## src/rtl/mem_port_arbiter.sv

```systemverilog
// Two-requester round-robin arbiter for a single burst-oriented main-memory port.
// Runs one command phase, then a counted data burst, then a one-cycle completion pulse.
module mem_port_arbiter #(
  parameter int ADDR_W    = 16,
  parameter int BURST_LEN = 512
) (
  input  logic              clk,
  input  logic              rst,
  input  logic [1:0]        req,
  input  logic [1:0]        req_wr,
  input  logic [ADDR_W-1:0] req0_addr,
  input  logic [ADDR_W-1:0] req1_addr,
  output logic [1:0]        gnt,
  output logic [1:0]        done,
  output logic              mem_cmd_valid,
  output logic              mem_cmd_wr,
  output logic [ADDR_W-1:0] mem_cmd_addr,
  input  logic              mem_cmd_ack,
  input  logic              mem_beat,
  output logic [9:0]        beat_cnt,
  output logic              busy
);

  typedef enum logic [1:0] {
    IDLE = 2'd0,
    CMD  = 2'd1,
    XFER = 2'd2,
    DONE = 2'd3
  } state_t;

  localparam logic [9:0] LAST_BEAT = 10'(BURST_LEN - 1);

  state_t              state_q, state_d;
  logic [1:0]          gnt_d, done_d;
  logic                valid_d, wr_d;
  logic [ADDR_W-1:0]   addr_d;
  logic [9:0]          cnt_d;
  logic                last_win_q, last_win_d;
  logic                pick;

  // Winner index: a lone request wins; a tie goes to whoever did not win last.
  assign pick = (req == 2'b11) ? ~last_win_q : req[1];

  always_comb begin
    // NOTE: every signal driven here gets a default first, so no path can infer a latch.
    state_d    = state_q;
    gnt_d      = gnt;
    done_d     = 2'b00;
    valid_d    = mem_cmd_valid;
    wr_d       = mem_cmd_wr;
    addr_d     = mem_cmd_addr;
    cnt_d      = beat_cnt;
    last_win_d = last_win_q;

    unique case (state_q)
      IDLE: begin
        if (req != 2'b00) begin
          state_d = CMD;
          gnt_d   = pick ? 2'b10 : 2'b01;
          wr_d    = pick ? req_wr[1] : req_wr[0];
          addr_d  = pick ? req1_addr : req0_addr;
          valid_d = 1'b1;
        end
      end
      CMD: begin
        if (mem_cmd_ack) begin
          state_d = XFER;
          valid_d = 1'b0;
        end
      end
      XFER: begin
        if (mem_beat) begin
          if (beat_cnt == LAST_BEAT) begin
            state_d = DONE;
            cnt_d   = 10'd0;
            done_d  = gnt;
          end else begin
            cnt_d = beat_cnt + 10'd1;
          end
        end
      end
      DONE: begin
        last_win_d = gnt[1];
        gnt_d      = 2'b00;
        state_d    = IDLE;
      end
      default: state_d = IDLE;
    endcase
  end

  // NOTE: state is updated with non-blocking assignments so every register samples pre-edge values.
  always_ff @(posedge clk) begin
    if (rst) begin
      state_q       <= IDLE;
      gnt           <= 2'b00;
      done          <= 2'b00;
      mem_cmd_valid <= 1'b0;
      mem_cmd_wr    <= 1'b0;
      mem_cmd_addr  <= '0;
      beat_cnt      <= 10'd0;
      last_win_q    <= 1'b1;
    end else begin
      state_q       <= state_d;
      gnt           <= gnt_d;
      done          <= done_d;
      mem_cmd_valid <= valid_d;
      mem_cmd_wr    <= wr_d;
      mem_cmd_addr  <= addr_d;
      beat_cnt      <= cnt_d;
      last_win_q    <= last_win_d;
    end
  end

  assign busy = (state_q != IDLE);

endmodule
```

## config.mk

```make
export PLATFORM = sky130hd
export DESIGN_NAME = mem_port_arbiter
export DESIGN_NICKNAME = d
export VERILOG_FILES = /design/src/rtl/mem_port_arbiter.sv
export SDC_FILE = /design/constraint.sdc
export NUM_CORES = 1
export LEC_CHECK = 0
export BUFFER_PORTS_ARGS = -buffer_cell sky130_fd_sc_hd__buf_2
export CAP_MARGIN = 30
export CORE_MARGIN = 5
export CORE_UTILIZATION = 45
export CTS_CLUSTER_SIZE = 20
export DETAILED_ROUTE_END_ITERATION = 16
export PLACE_DENSITY = 0.78
export SYNTH_ARGS = -nofsm -noshare
export SYNTH_HDL_FRONTEND = slang
export SYNTH_SLANG_ARGS = --single-unit
```

## constraint.sdc

```tcl
create_clock -name clk -period 2.1 [get_ports clk]
set_clock_uncertainty 0.2 [all_clocks]
set_input_delay 0.105 -clock clk [delete_from_list [all_inputs] [get_ports clk]]
set_output_delay 0.105 -clock clk [all_outputs]
set_load 0.01 [all_outputs]
```

# Yosys cells after proc, flatten, opt, wreduce, memory -nomap -nowiden

Cells that the tools add are included.

Add/subtract/negate cells: 1
$mul: 0
Divide/modulo/power cells: 0
Order comparisons: 0
Eq/ne operators: 9
Shift-type cells: 0
Muxes and demuxes: 15
Bitwise operators: 4
Reduce and logical (&&, ||, !) cells: 11

Operator list:

| cell                                            | number |
|---|---|
| two-way mux 16 bit                              | 1 |
| two-way mux 2 bit                               | 6 |
| adder 10 x 1 -> 10 bit (second input constant)  | 1 |
| == test 10 x 9 -> 1 bit (second input constant) | 1 |
| two-way mux 10 bit                              | 1 |
| inequality test 2 bit (second input constant)   | 4 |
| case mux 2 bit (4 select lines)                 | 1 |
| nonzero test 2 bit                              | 4 |
| == test 2 bit (second input constant)           | 3 |
| AND reduction 2 bit                             | 3 |
| two-way mux 1 bit                               | 4 |
| NOT 1 bit                                       | 4 |
| case mux 2 bit (2 select lines)                 | 1 |
| AND reduction 4 bit                             | 1 |
| OR reduction 4 bit                              | 1 |
| AND reduction 3 bit                             | 1 |
| == test 2 x 1 -> 1 bit (second input constant)  | 1 |
| zero test 2 bit                                 | 1 |
| case mux 1 bit (2 select lines)                 | 1 |

Bits in registers: 35
Latch bits: 0
Memory bits (writable): 0
ROM bits: 0
Input port bits: 40
Memories kept: 0

# Depth between registers and ports, before layout

Gate-level depths: netlist (run 1).

Word-level depth: 5
Mapped depth: 7
Depth with buffers taken out: 6

# Worst setup path after synthesis (run 1)

No wires, ideal clock.

Path kind: register to register
Start: register beat_cnt[0]
End: register state_q[1]
Setup time: 67 ps
Data arrival time: 1493 ps
Data required time: 1833 ps
Setup slack: 339 ps
Cell stages (with the launch flop): 7
Period minus slack after synthesis: 1761 ps
Cells stage by stage: dfxtp_1 ha_1 and3_1 buf_6 a41oi_4 or3b_1 a21oi_2

Cells in the longest elaborated chain, start to end: 3

Ends and longest elaborated chain:

| element                                | RTL line | RTL |
|---|---|---|
| start: declaration                     | 20       | `output logic [9:0] beat_cnt,` |
| start signal: assignment               | 109      | `beat_cnt <= cnt_d;` |
| == test 10 x 9 -> 1 bit                | 73       | `if (beat_cnt == LAST_BEAT) begin` |
| inequality test 2 bit (no source line) | -        |  |
| AND reduction 4 bit (no source line)   | -        |  |
| end signal: assignment                 | 103      | `state_q <= state_d;` |
| end: declaration                       | 33       | `state_t state_q, state_d;` |

No other way between the ends.
A chain may end at the register's enable or synchronous reset.

# Worst setup path in the final report (run 1)

Start: register state_q[1]
End: register mem_cmd_addr[10]

Cells in the longest elaborated chain, start to end: 2

Ends and longest elaborated chain:

| element                              | RTL line | RTL |
|---|---|---|
| zero test 2 bit                      | 55       | `unique case (state_q)` |
| AND reduction 2 bit (no source line) | -        |  |
| end signal: assignment               | 108      | `mem_cmd_addr <= addr_d;` |
| end: declaration                     | 17       | `output logic [ADDR_W-1:0] mem_cmd_addr,` |

No other way between the ends.

==> results of run 1 <==
[metal layers]
metal | GRT usage (%) | share of wire, %
met1 | 23.25 | 37
met2 | 36.71 | 51
met3 | 5.997 | 5.8
met4 | 20.35 | 6.5
met5 | 0 | 0
[worst max-delay path: stages, from the launching register on]
cell and delay [ns]:
sky130_fd_sc_hd__dfxtp_1 0.41, sky130_fd_sc_hd__inv_1 0.09, sky130_fd_sc_hd__ha_1 0.26, sky130_fd_sc_hd__nand2_1 0.13, sky130_fd_sc_hd__a21oi_4 0.05, sky130_fd_sc_hd__buf_12 0.15, sky130_fd_sc_hd__a222oi_1 0.48, sky130_fd_sc_hd__nor2_1 0.13
[cells in the mapped netlist (2+ instances only)]
| cell | instances | area share, % |
|---|---|---|
| sky130_fd_sc_hd__a21oi_1 | 5 | 1.6 |
| sky130_fd_sc_hd__a21oi_2 | 3 | 1.7 |
| sky130_fd_sc_hd__a222oi_1 | 17 | 11 |
| sky130_fd_sc_hd__a22oi_1 | 2 | 0.97 |
| sky130_fd_sc_hd__a31oi_1 | 2 | 0.81 |
| sky130_fd_sc_hd__and2_1 | 4 | 1.6 |
| sky130_fd_sc_hd__buf_2 | 4 | 1.3 |
| sky130_fd_sc_hd__clkbuf_1 | 4 | 0.97 |
| sky130_fd_sc_hd__dfxtp_1 | 35 | 45 |
| sky130_fd_sc_hd__ha_1 | 5 | 4.1 |
| sky130_fd_sc_hd__inv_1 | 9 | 2.2 |
| sky130_fd_sc_hd__nand2_1 | 16 | 3.9 |
| sky130_fd_sc_hd__nand3_1 | 6 | 1.9 |
| sky130_fd_sc_hd__nand4_1 | 3 | 1.2 |
| sky130_fd_sc_hd__nor2_1 | 25 | 6.1 |
| sky130_fd_sc_hd__nor3_1 | 3 | 0.97 |
| sky130_fd_sc_hd__o21ai_0 | 3 | 0.97 |
| sky130_fd_sc_hd__o21ai_1 | 2 | 0.65 |
| sky130_fd_sc_hd__or3_1 | 2 | 0.81 |
| sky130_fd_sc_hd__or3b_1 | 2 | 1.1 |
| sky130_fd_sc_hd__xnor2_1 | 2 | 1.1 |
| sky130_fd_sc_hd__xor2_1 | 2 | 1.1 |
[layout by cell type (no fill, tap or decap), types with 2 or more instances in the layout]
| cell | Yosys | routed |
|---|---|---|
| sky130_fd_sc_hd__ha_1 | 5 | 5 |
| sky130_fd_sc_hd__o21ai_0 | 3 | 3 |
| sky130_fd_sc_hd__buf_4 | 0 | 4 |
| sky130_fd_sc_hd__nand3_1 | 6 | 6 |
| sky130_fd_sc_hd__nor2_1 | 25 | 25 |
| sky130_fd_sc_hd__buf_2 | 4 | 72 |
| sky130_fd_sc_hd__o21ai_1 | 2 | 2 |
| sky130_fd_sc_hd__a22oi_1 | 2 | 2 |
| sky130_fd_sc_hd__xor2_1 | 2 | 2 |
| sky130_fd_sc_hd__nand2_1 | 16 | 16 |
| sky130_fd_sc_hd__dfxtp_1 | 35 | 35 |
| sky130_fd_sc_hd__a21oi_1 | 5 | 5 |
| sky130_fd_sc_hd__dlygate4sd3_1 | 0 | 38 |
| sky130_fd_sc_hd__clkbuf_4 | 0 | 5 |
| sky130_fd_sc_hd__a31oi_1 | 2 | 2 |
| sky130_fd_sc_hd__a21oi_4 | 0 | 2 |
| sky130_fd_sc_hd__a222oi_1 | 17 | 17 |
| sky130_fd_sc_hd__xnor2_1 | 2 | 2 |
| sky130_fd_sc_hd__inv_1 | 9 | 9 |
| sky130_fd_sc_hd__nor3_1 | 3 | 3 |
| sky130_fd_sc_hd__nand4_1 | 3 | 3 |
| sky130_fd_sc_hd__or3_1 | 2 | 2 |
| sky130_fd_sc_hd__and2_1 | 4 | 4 |
| sky130_fd_sc_hd__or3b_1 | 2 | 2 |
[how the worst max path moves through the flow]
stage / slack, ns / end / from
after floorplan: 0.34 / state_q[1] / beat_cnt[0]
after global placement: 0.13 / mem_cmd_addr[3] / state_q[0]
after detailed placement: 0.10 / mem_cmd_addr[0] / state_q[0]
after CTS: 0.09 / mem_cmd_addr[5] / state_q[1]
after global routing: -0.01 / mem_cmd_addr[10] / state_q[0]
final: 0.06 / mem_cmd_addr[10] / state_q[1]
[what timing repair did]
| action | CTS | global route |
|---|---|---|
| buffers inserted | 0 | 4 |
| resized for setup | 0 | 2 |
| setup endpoints to repair | 0 | 19 |
| hold buffers | 38 | 0 |
| endpoints found under the hold margin | 28 | 0 |
[registers in the layout (all words and copies together), names as in the netlist]
name	flops
mem_cmd_wr	1
mem_cmd_addr	16
state_q	2
last_win_q	1
gnt	2
beat_cnt	10
done	2
mem_cmd_valid	1
[layout make-up]
class,count,area [µm²],area share [%]
Multi-Input combinational cell,115,774.5,31.71
Timing Repair Buffer,116,802.0,32.84
Clock inverter,1,30.03,1.230
Inverter,9,33.78,1.383
Clock buffer,6,41.29,1.691
Antenna cell,1,2.502,0.1025
Sequential cell,35,700.7,28.69
Tap cell,46,57.56,2.357
[kinds of logic after synthesis]
family,share of synthesized area [%]
buffers and inverters,5.199
flip-flops,45.49
AND/OR/NAND/NOR,20.63
XOR/XNOR,2.275
adder cells (fa/ha/maj),4.062
AO/OA/AOI/OAI,21.69
multiplexers,0.6499
[metrics by stage]
stage	util [%]	area (µm²)	setup slack (ns)
after floorplan	-	1540	0.3392
after global placement	57.52	1919	0.1340
after detailed placement	57.86	1931	0.1039
after CTS	71.39	2382	0.08636
after global routing	73.12	2440	-0.01206
final	73.19	2442	0.06385
[where the power goes]
part	leakage [nW]	total (mW)	switching (mW)	internal, mW
combinational	0.776	0.993	0.537	0.456
clock	0.0383	0.470	0.225	0.245
sequential	0.286	0.888	0.0924	0.796
==> Implementation_results.wiki, run 1 <==
{| class="wikitable"
! Metric !! Value
|-
| Run status || finished clean
|-
| Worst path required time || 2.11 ns
|-
| Maximum clock frequency || 491.1 MHz
|-
| Post-synthesis sequential element count || 35
|-
| Filler Cells Inserted || 245
|-
| Hold Crit Class || in2reg
|-
| CTS buffer count || 5
|-
| Final count of hold timing violations || 0
|-
| Seq/Total Area, Yosys || 45.49%
|-
| Final cycle utilization of the critical path || 96.96%
|-
| Pins over their slew limit || 0
|-
| Syn Nets || 213
|-
| Maximum capacitance violations || 0
|-
| Clock Sinks || 35
|-
| Count of distinct cell types in the synthesized netlist || 34
|-
| Synthesis Warnings || 0
|-
| Number of rows in the core area || 21
|-
| Layout overhead on the synthesized area || 58.57%
|-
| Top flip-flop cell by instance count after synthesis || sky130_fd_sc_hd__dfxtp_1
|-
| Half-perimeter wire length after detailed placement || 2936 µm
|-
| Maximum ir drop on the vdd rail || 0.5835 mV
|-
| Worst hold path endpoint || gnt[0]
|-
| Pwr per Cell Area || 962.7 nW/µm²
|-
| Total Routing Usage GR || 22.44%
|-
| Detailed-router iteration count before antenna repair || 5
|-
| Arrival time worst endpoint || 2.05 ns
|-
| Mean instance size in the synthesized netlist || 9.168 µm²
|-
| Post-route minimum period || 2.036 ns
|-
| DRT antenna net count || 0
|-
| TritonCTS clock tree || yes
|-
| Drt drc || 0
|-
| Area inside the core boundary || 3337 µm²
|-
| Placed cell count || 279
|-
| WL per Instance || 16.12 µm
|-
| Total chip power || 2.351 mW
|-
| Post-synthesis instance total || 168
|-
| I/O pin count || 73
|-
| Tightest slew margin relative to the limit || 67.18%
|-
| Actual transition at the worst max-transition pin || 0.4911 ns
|-
| Startpoint type of the worst setup path || register
|-
| Final std cells w/o fill || 329
|-
| Clock transition at path regs || 0.11 ns
|-
| Maximum fanout along the worst path || 14
|-
| R2R Path End || mem_cmd_addr[10]
|-
| Worst r2r src || state_q[1]
|-
| Cells on worst reg2reg path || 7
|-
| Post-synth EDFFs || 0
|-
| Antenna violations before repair || 0
|-
| Worst-Skew Late Latency || 0.34 ns
|-
| Via count of the first global-routing pass || 1649
|-
| Width of the chip || 68.51 µm
|-
| Setup slack on the worst flop-to-flop path || 0.06 ns
|-
| Final GP Congestion || 0.7343
|-
| Path type of the worst setup path || reg2reg
|-
| Proportion of layout cells with a drive suffix above 1 || 31.91%
|-
| Setup TNS || 0 ns
|-
| Die footprint || 4693 µm²
|-
| CP Capture Type || register
|-
| Clock buffer depth || 2
|-
| Effective utilization at floorplan || 46.16%
|-
| Mapped Area || 1540 µm²
|-
| Via density per instance || 5.459
|-
| Post-Route WL || 5304 µm
|-
| Starting DRT DRC Count || 162
|-
| Global-route wire length before repair || 7686 µm
|-
| Count of input and output buffers || 72
|-
| Share of synthesized flip-flops with an asynchronous set or reset || 0%
|-
| H-tree level count || 2
|-
| Number of cells traversed by the worst hold path || 4
|-
| Leakage power summed over all cells || 1.101 nW
|-
| Pin count of the biggest net entering global routing || 22
|-
| Final-layout worst hold slack || 0.1763 ns
|-
| Vias || 1796
|-
| Final global-route overflow total || 0
|-
| Die Ht || 68.51 µm
|-
| Clock root buffer || sky130_fd_sc_hd__clkbuf_4
|-
| Final setup violation count || 0
|-
| Nets@finish || 327
|-
| Hold path startpoint || req[1]
|}
(Power assumes the default switching activity.)
==> run 2: changes to the inputs <==
--- a/config.mk
+++ b/config.mk
@@ -6,12 +6,11 @@
 export NUM_CORES = 1
 export LEC_CHECK = 0
 export BUFFER_PORTS_ARGS = -buffer_cell sky130_fd_sc_hd__buf_2
-export CAP_MARGIN = 30
+export CAP_MARGIN = 25
 export CORE_MARGIN = 5
-export CORE_UTILIZATION = 45
+export CORE_UTILIZATION = 36
 export CTS_CLUSTER_SIZE = 20
 export DETAILED_ROUTE_END_ITERATION = 16
-export PLACE_DENSITY = 0.78
 export SYNTH_ARGS = -nofsm -noshare
 export SYNTH_HDL_FRONTEND = slang
 export SYNTH_SLANG_ARGS = --single-unit
==> run 2 against run 1 <==
Die area increased by 21%; worst hold slack got worse by 0.14 ns; final area decreased by 1.0%; maximum frequency increased by 8.4%; clock power increased by 34%; sequential share of layout area increased by 0.30 points; setup slack improved by 0.16 ns; sequential cell count unchanged; core utilization decreased by 14 points; combinational power decreased by 9.8%; total power increased by 2.8%; sequential power about the same; critical path type unchanged; largest power group unchanged; highest routed layer unchanged.
==> Implementation_results.wiki, run 2 (synthesis gave the netlist of run 1 again) <==
{| class="wikitable"
! Metric !! Value
|-
| Run status || finished clean (unchanged)
|-
| Clock Sinks || 35 (unchanged)
|-
| Switching Fraction || 34.56% (was 36.35%)
|-
| Final cycle utilization of the critical path || 89.45% (was 96.96%)
|-
| Die footprint || 5687 µm² (was 4693 µm²)
|-
| Final GP Congestion || 0.8372 (was 0.7343)
|-
| Maximum clock frequency || 532.3 MHz (was 491.1 MHz)
|-
| Maximum ir drop on the vdd rail || 0.5491 mV (was 0.5835 mV)
|-
| Logic pwr share || 37.1% (was 42.2%)
|-
| Place WS || 0.09401 ns (was 0.1039 ns)
|-
| Largest Register || mem_cmd_addr (unchanged)
|-
| Setup slack on the worst flop-to-flop path || 0.22 ns (was 0.06 ns)
|-
| DRT antenna net count || 0 (unchanged)
|-
| Die Ht || 75.41 µm (was 68.51 µm)
|-
| Final count of hold timing violations || 0 (unchanged)
|-
| Worst-Skew Late Latency || 0.29 ns (was 0.34 ns)
|-
| Maximum capacitance violations || 0 (unchanged)
|-
| Clock buffer depth || 2 (unchanged)
|-
| Post-route minimum period || 1.879 ns (was 2.036 ns)
|-
| Hold Crit Class || in2reg (unchanged)
|-
| Proportion of layout cells with a drive suffix above 1 || 31.88% (was 31.91%)
|-
| Final worst slack || 0.2215 ns (was 0.06385 ns)
|-
| Worst path required time || 2.13 ns (was 2.11 ns)
|-
| Registers with the most flip-flops || mem_cmd_addr: 16 flops, beat_cnt: 10 flops (unchanged)
|-
| Drt drc || 0 (unchanged)
|-
| Pwr per Cell Area || 999.8 nW/µm² (was 962.7 nW/µm²)
|-
| Pins over their slew limit || 0 (unchanged)
|-
| Via density per instance || 5.251 (was 5.459)
|-
| Global-route wire length before repair || 7314 µm (was 7686 µm)
|-
| Setup repair after global routing missed its margin || false
|-
| Total Routing Usage GR || 17.00% (was 22.44%)
|-
| Most frequent standard cell in the layout excluding fill and tap cells || sky130_fd_sc_hd__buf_2 (unchanged)
|-
| Final core utilization || 59.15% (was 73.19%)
|-
| WL per Instance || 14.66 µm (was 16.12 µm)
|-
| Leakage power summed over all cells || 1.084 nW (was 1.101 nW)
|-
| Path type of the worst setup path || reg2reg (unchanged)
|-
| Final global-route overflow total || 0 (unchanged)
|-
| Count of input and output buffers || 72 (unchanged)
|-
| Actual transition at the worst max-transition pin || 0.5108 ns (was 0.4911 ns)
|-
| Flip-flop count of the largest register, all copies and words added || 16 (unchanged)
|-
| Antenna violations before repair || 0 (unchanged)
|-
| Half-perimeter wire length after detailed placement || 3031 µm (was 2936 µm)
|-
| Clock root buffer || sky130_fd_sc_hd__clkbuf_8 (was sky130_fd_sc_hd__clkbuf_4)
|-
| CTS buffer count || 5 (unchanged)
|-
| Setup TNS || 0 ns (unchanged)
|-
| Switching power of the nets || 0.8351 mW (was 0.8547 mW)
|-
| Nets@finish || 320 (was 327)
|-
| Startpoint type of the worst setup path || register (unchanged)
|-
| Vias || 1717 (was 1796)
|-
| Post-Route WL || 4793 µm (was 5304 µm)
|-
| Final setup violation count || 0 (unchanged)
|-
| Maximum fanout along the worst path || 7 (was 14)
|-
| Tightest slew margin relative to the limit || 65.87% (was 67.18%)
|-
| TritonCTS clock tree || yes (unchanged)
|-
| Arrival time worst endpoint || 1.90 ns (was 2.05 ns)
|-
| Part of the power in registers || 36.8% (was 37.8%)
|-
| Via count of the first global-routing pass || 1654 (was 1649)
|-
| Most frequent cells in the layout || 72 x sky130_fd_sc_hd__buf_2, 35 x sky130_fd_sc_hd__dfxtp_1, 35 x sky130_fd_sc_hd__dlygate4sd3_1 (was 72 x sky130_fd_sc_hd__buf_2, 38 x sky130_fd_sc_hd__dlygate4sd3_1, 35 x sky130_fd_sc_hd__dfxtp_1)
|-
| CP Capture Type || register (unchanged)
|-
| Area inside the core boundary || 4086 µm² (was 3337 µm²)
|-
| Number of rows in the core area || 23 (was 21)
|-
| Pin count of the biggest net entering global routing || 24 (was 22)
|-
| H-tree level count || 2 (unchanged)
|-
| Effective utilization at floorplan || 37.69% (was 46.16%)
|-
| Detailed-router iteration count before antenna repair || 5 (unchanged)
|-
| Width of the chip || 75.41 µm (was 68.51 µm)
|-
| Starting DRT DRC Count || 174 (was 162)
|-
| Clock transition at path regs || 0.07 ns (was 0.11 ns)
|-
| Layout overhead on the synthesized area || 56.95% (was 58.57%)
|-
| Fraction of power consumed by the clock network || 26.2% (was 20.0%)
|-
| I/O pin count || 73 (unchanged)
|-
| Pint || 1.582 mW (was 1.497 mW)
|}
==> run 2: layout make-up <==
type	instances	area, µm²
sequential	35	700.7
inverter	9	33.78
clock buffer	6	82.58
timing repair buffer	109	725.7
fill	360	1669
multi-input combinational	115	774.5
antenna	1	2.502
tap	50	62.56
clock inverter	2	35.03
==> run 2: routing by layer <==
layer	wire [µm]	global-route usage [%]	vias to the layer above
li1	-	-	833
met1	1960	19.90	798
met2	2345	28.28	75
met3	388	6.596	11
met4	98	6.019	0
met5	0	0	-
==> run 2: what timing repair did <==
action,in CTS,in global routing
resized for setup,0,2
buffers inserted,0,0
endpoints found under the hold margin,18,0
hold buffers,35,0
setup endpoints to repair,0,18
==> run 2: final timing paths <==
kind | startpoint | endpoint | cells after the start
setup / recovery | beat_cnt[0] | state_q[1] | 5
hold / removal | rst | beat_cnt[6] | 2
setup reg to reg | beat_cnt[0] | state_q[1] | 5
hold reg to reg | mem_cmd_valid | mem_cmd_valid | 2
==> run 2: metrics by stage <==
stage | std cells | cell area [µm²] | hold WS [ns] | power [mW]
4_1_cts | 326 | 2400 | 0.02769 | 2.404
5_1_grt | 326 | 2415 | 0.05710 | 2.577
3_3_place_gp | 283 | 1932 | 0.1614 | 1.716
6_report | 327 | 2417 | 0.03157 | 2.417
2_1_floorplan | 168 | 1540 | 0.07469 | 1.441
3_5_place_dp | 283 | 1932 | 0.1688 | 1.713
==> run 2: critical path: stages (launching register included) <==
cell                      delay [ns]
sky130_fd_sc_hd__dfxtp_1        0.42
sky130_fd_sc_hd__ha_1           0.19
sky130_fd_sc_hd__and3_1         0.34
sky130_fd_sc_hd__a41oi_4        0.15
sky130_fd_sc_hd__or3b_1         0.40
sky130_fd_sc_hd__a21oi_2        0.12
==> run 2: power groups by stage <==
stage                     combinational (mW)  sequential (mW)  clock [mW]
after floorplan                        0.504            0.937           0
after global placement                 0.821            0.896           0
after detailed placement               0.822            0.892           0
after CTS                              0.877            0.882       0.645
after global routing                    1.00            0.902       0.671
final                                  0.896            0.889       0.632
